**src/rtl/ttl_serial_cmp_seq_pkg.sv**
```systemverilog
// Shared definitions for the nibble-serial comparator sequencer: state codes,
// cascade bundle type and the LSB cascade seed.
package ttl_serial_cmp_seq_pkg;

  localparam logic [1:0] ST_IDLE = 2'd0;
  localparam logic [1:0] ST_RUN  = 2'd1;
  localparam logic [1:0] ST_DONE = 2'd2;

  typedef struct packed {
    logic gt;
    logic eq;
    logic lt;
  } cascade_t;

  // The least significant comparator step sees "equal so far".
  localparam cascade_t CASCADE_SEED = '{gt: 1'b0, eq: 1'b1, lt: 1'b0};

  // Exactly one of the three comparator outputs may be high.
  function automatic logic is_one_hot(input cascade_t c);
    return (c.gt ^ c.eq ^ c.lt) & ~(c.gt & c.eq & c.lt);
  endfunction

endpackage

```
**src/rtl/ttl_serial_cmp_seq_nib_mux.sv**
```systemverilog
// W-to-4 nibble selector; nibble 0 is the least significant nibble of the word.
module ttl_nib_mux #(
  parameter int NIBBLES = 4,
  parameter int IW      = 4
) (
  input  logic [4*NIBBLES-1:0] word,
  input  logic [IW-1:0]        idx,
  output logic [3:0]           nib
);

  logic [3:0] nibs [NIBBLES];

  for (genvar gi = 0; gi < NIBBLES; gi++) begin : g_split
    assign nibs[gi] = word[4*gi +: 4];
  end

  // Out-of-range indices read as zero rather than aliasing another nibble.
  always_comb begin
    nib = 4'h0;
    for (int i = 0; i < NIBBLES; i++) begin
      if (idx == IW'(i)) nib = nibs[i];
    end
  end

endmodule

```
**src/rtl/ttl_serial_cmp_seq.sv**
```systemverilog
// Drives an external 4-bit cascadable magnitude comparator one nibble pair per
// clock, LSB first, feeding each result back as the next step's cascade input.
module ttl_serial_cmp_seq
  import ttl_serial_cmp_seq_pkg::*;
#(
  parameter int NIBBLES = 4,
  parameter int IW      = 4
) (
  input  logic                 clk,
  input  logic                 rst,
  input  logic                 start,
  input  logic [4*NIBBLES-1:0] opa,
  input  logic [4*NIBBLES-1:0] opb,
  output logic                 busy,
  output logic                 done,
  output logic                 res_gt,
  output logic                 res_eq,
  output logic                 res_lt,
  output logic                 err,
  output logic [3:0]           a_nib,
  output logic [3:0]           b_nib,
  output logic                 c_gt,
  output logic                 c_eq,
  output logic                 c_lt,
  input  logic                 cmp_gt,
  input  logic                 cmp_eq,
  input  logic                 cmp_lt
);

  localparam int W = 4 * NIBBLES;

  logic [1:0]    state_reg;
  logic [IW-1:0] idx_reg;
  logic [W-1:0]  opa_reg;
  logic [W-1:0]  opb_reg;
  cascade_t      cas_reg;
  cascade_t      res_reg;
  logic          busy_reg;
  logic          done_reg;
  logic          err_reg;

  cascade_t cmp_now;
  logic     last_step;

  assign cmp_now   = '{gt: cmp_gt, eq: cmp_eq, lt: cmp_lt};
  assign last_step = (idx_reg == IW'(NIBBLES - 1));

  always_ff @(posedge clk) begin
    if (rst) begin
      state_reg <= ST_IDLE;
      idx_reg   <= '0;
      opa_reg   <= '0;
      opb_reg   <= '0;
      cas_reg   <= CASCADE_SEED;
      res_reg   <= '0;
      busy_reg  <= 1'b0;
      done_reg  <= 1'b0;
      err_reg   <= 1'b0;
    end else begin
      done_reg <= 1'b0;
      case (state_reg)
        // DONE differs from IDLE only in name: both accept a new start at once.
        ST_IDLE, ST_DONE: begin
          if (start) begin
            opa_reg   <= opa;
            opb_reg   <= opb;
            idx_reg   <= '0;
            cas_reg   <= CASCADE_SEED;
            err_reg   <= 1'b0;
            busy_reg  <= 1'b1;
            state_reg <= ST_RUN;
          end
        end
        ST_RUN: begin
          // Raw comparator values propagate even when malformed; err just records it.
          cas_reg <= cmp_now;
          if (!is_one_hot(cmp_now)) err_reg <= 1'b1;
          if (last_step) begin
            res_reg   <= cmp_now;
            done_reg  <= 1'b1;
            busy_reg  <= 1'b0;
            idx_reg   <= '0;
            state_reg <= ST_DONE;
          end else begin
            idx_reg <= idx_reg + 1'b1;
          end
        end
        default: begin
          busy_reg  <= 1'b0;
          state_reg <= ST_IDLE;
        end
      endcase
    end
  end

  ttl_nib_mux #(.NIBBLES(NIBBLES), .IW(IW)) u_mux_a (
    .word (opa_reg),
    .idx  (idx_reg),
    .nib  (a_nib)
  );

  ttl_nib_mux #(.NIBBLES(NIBBLES), .IW(IW)) u_mux_b (
    .word (opb_reg),
    .idx  (idx_reg),
    .nib  (b_nib)
  );

  assign busy   = busy_reg;
  assign done   = done_reg;
  assign res_gt = res_reg.gt;
  assign res_eq = res_reg.eq;
  assign res_lt = res_reg.lt;
  assign err    = err_reg;
  assign c_gt   = cas_reg.gt;
  assign c_eq   = cas_reg.eq;
  assign c_lt   = cas_reg.lt;

endmodule

```
**config.mk**
```make
export PLATFORM = sky130hd
export DESIGN_NAME = ttl_serial_cmp_seq
export DESIGN_NICKNAME = d
export VERILOG_FILES = /design/src/rtl/ttl_serial_cmp_seq_pkg.sv /design/src/rtl/ttl_serial_cmp_seq_nib_mux.sv /design/src/rtl/ttl_serial_cmp_seq.sv
export SDC_FILE = /design/constraint.sdc
export NUM_CORES = 1
export LEC_CHECK = 0
export ABC_AREA = 0
export CAP_MARGIN = 20
export CORE_UTILIZATION = 48
export DETAILED_ROUTE_END_ITERATION = 7
export PLACE_DENSITY = 0.87
export RECOVER_POWER = 50
export SLEW_MARGIN = 20
export SYNTH_ARGS = -nofsm -noshare
export SYNTH_HDL_FRONTEND = slang
export SYNTH_SLANG_ARGS = --single-unit
```
**constraint.sdc**
```tcl
create_clock -name clk -period 2 [get_ports clk]
set_clock_uncertainty 0.05 [all_clocks]
set_input_delay 0.2 -clock clk [delete_from_list [all_inputs] [get_ports clk]]
set_output_delay 0.2 -clock clk [all_outputs]
set_load 0.02 [all_outputs]
```
==> flow_metrics.tcl <==
set metrics [dict create \
    status "completed" \
    critPathBufInv 2 \
    cts-root-buf "clkbuf_8" \
    r2r_start "state_reg[0]" \
    cts_tree "done" \
    fin_ws_ps 64.2 \
    ys_warn_count 0 \
    core_mm2 0.00403 \
    min_period_ps 1940 \
    min_path_type "input pin to flip-flop" \
    cap_violations 0 \
    synthTopCellsByArea "dfxtp_1, nand2_1, a21oi_1" \
    drt_iter0_markers 185 \
    period_share_pct 96.8 \
    ir_drop_mv 0.453 \
    cp-startpoint "idx_reg[3]" \
    critPathSlowestCell "dfxtp_1" \
    syn_avg_cell_area_um2 7.53 \
    layout.cells.non_filler 380 \
    placement_rows 23 \
    clk_transition_reported_paths_ps 80 \
    worstSetupEndpoint "a_nib[2]" \
    ant_nets 0 \
    grt_max_degree 37 \
    slew_headroom_pct 56.0 \
    drive_gt1_share_pct 12.4 \
    io-pin-count 55 \
    p_per_area_mw_per_mm2 697 \
    max_stage_delay_ps 310 \
    crit_path_max_fanout 6 \
    num_vias 2001 \
    drv_slew 0 \
    grt_pass1_wl_um 8090 \
    synth.net_count 313 \
    synth_top_area_share_pct 46.3 \
    dp.cells 372 \
    tns_ps 0 \
    synth_cell_types 26 \
    ff2ff_setup_slack_ps 350 \
    rsz0062_at_grt "true" \
    viasPerCell 5.27 \
    die_h_um 67.1 \
    path_class "flip-flop to primary output" \
    gr-total-overflow 0 \
    port_buffers 54 \
    die_area_mm2 0.00450 \
    fin_nets 372 \
    ys.flop_type "dfxtp_1" \
    clk_latency_ps 300 \
    firstDrtPassIters 4 \
    postCtsHoldBufs 0 \
    post-cts-setup-buffers 0 \
    startpoint_type "flip-flop" \
    htreeDepth 2 \
    syn_to_final_growth_pct 36.7 \
    start_util_pct 50.5 \
    clockBufferDepth 2 \
    final_common_cell "nand2_1" \
    crit_chain "or2_1 > nor3b_4 > buf_6 > a21oi_1 > o21ai_1 > buf_4" \
    max_freq_mhz 517 \
    cts_sinks 47 \
    hold_viol_final 0 \
    p_total_w 0.00194 \
    dp.final_hpwl_um 3550 \
    die_w_um 67.1 \
    syn_inst 270 \
    gp_congestion 0.844 \
    synthArstFlopShare_pct 0 \
    drc 0 \
    dp_slack_ps -129 \
    max_slew.worst_pin.slew_ps 659 \
    ys_seq_area_share_pct 46.3 \
    endpoint_kind "primary output" \
    antennaDiodeCount 0 \
    cp_data_required_time_ps 1750 \
    setup_violations 0 \
    crit_cells 6 \
    power.leakage_nw 1.09 \
    crit_family "simple AND/OR/NAND/NOR gates" \
    worstPathArrival_ps 1690 \
    synth-seq-cells 47 \
    antenna_found_initial 0 \
    cts_inserted_buffers 5 \
    totalWireLength_um 5040 \
    grt_pass1_vias 1901 \
    reg2reg_depth 4 \
    routedWlPerCell_um 13.3 \
    final_cell_mix "nand2_1, a21oi_1, dfxtp_1" \
    syn_area_mm2 0.00203 \
    nFillCells 360 \
    r2r-end "opb_reg[5]" \
    synth_edf_count 0 \
    grt.total_usage_pct 24.4 \
    yosysTopAreaCell "dfxtp_1" \
]
[timing repair]
action / in CTS / in global routing
gates resized for setup: 34 / 14
endpoints found under the setup margin: 8 / 8
hold endpoints to repair: 0 / 0
gates cloned: 0 / 0
pin swaps: 0 / 1
[synth_stat cells, types with 3 or more instances]
master,instances
nand2_1,75
a21oi_1,55
dfxtp_1,47
nor2_1,25
clkbuf_1,14
o21ai_0,10
o21ai_1,8
ha_1,5
mux2i_1,4
a22oi_1,3
nand2b_1,3
nor3_1,3
[worst reg2reg max path, stage by stage, from the launching register on]
cell      delay [ps]
dfxtp_1          360
nor2b_1          280
clkbuf_2         600
nand2_1          150
a21oi_1          160
[cell type report]
class | instances | area, µm² | share of cell area, %
clock buffer | 6 | 72.6 | 2.61
clock inverter | 2 | 12.5 | 0.450
inverter | 2 | 7.51 | 0.270
multi-input combinational | 203 | 1030 | 36.9
tap | 50 | 62.6 | 2.25
sequential | 47 | 946 | 34.0
timing repair buffer | 70 | 652 | 23.4
[metal layers]
layer	wire, µm	up-vias	share of wire [%]	GRT usage [%]
met5	0	-	0	0
met4	104	0	2.1	10.6
met3	352	9	7.0	8.56
met2	2450	73	49	42.0
met1	2130	902	42	26.5
li1	-	1017	-	-
[report_power, final]
group	switching, W	internal, W	leakage (nW)
Combinational	0.000186	0.000180	0.664
Clock	0.000310	0.000244	0.0412
Sequential	0.0000315	0.000985	0.386
[metrics by stage]
| stage | util, % | cell area (µm²) | hold slack (ps) |
|---|---|---|---|
| after global routing | 69.0 | 2780 | 391 |
| after detailed placement | 66.7 | 2690 | 396 |
| final | 69.0 | 2780 | 383 |
| after floorplan | - | 2030 | 286 |
| after CTS | 67.9 | 2740 | 376 |
| after global placement | 66.7 | 2690 | 390 |
[cells by family (layout without fill, tap and decap cells)]
| kind of cell | count (synthesis) | after routing | synth area share, % |
|---|---|---|---|
| buffers and inverters | 20 | 80 | 4.49 |
| adder cells (fa/ha/maj) | 5 | 5 | 3.08 |
| flip-flops | 47 | 47 | 46.3 |
| AO/OA/AOI/OAI | 79 | 79 | 20.1 |
| multiplexers | 4 | 4 | 1.97 |
| AND/OR/NAND/NOR | 115 | 115 | 24.1 |
[how the worst min path moves through the flow]
stage / startpoint / to / depth (start not counted)
detailed placement: opa_reg[9] / opa_reg[9] / 2
floorplan: opa[10] / opa_reg[10] / 2
CTS: opa[13] / opa_reg[13] / 3
global placement: opb_reg[9] / opb_reg[9] / 2
finish: opa[13] / opa_reg[13] / 3
global route: opa[9] / opa_reg[9] / 3
No activity file was read; power rests on OpenSTA's default activity.
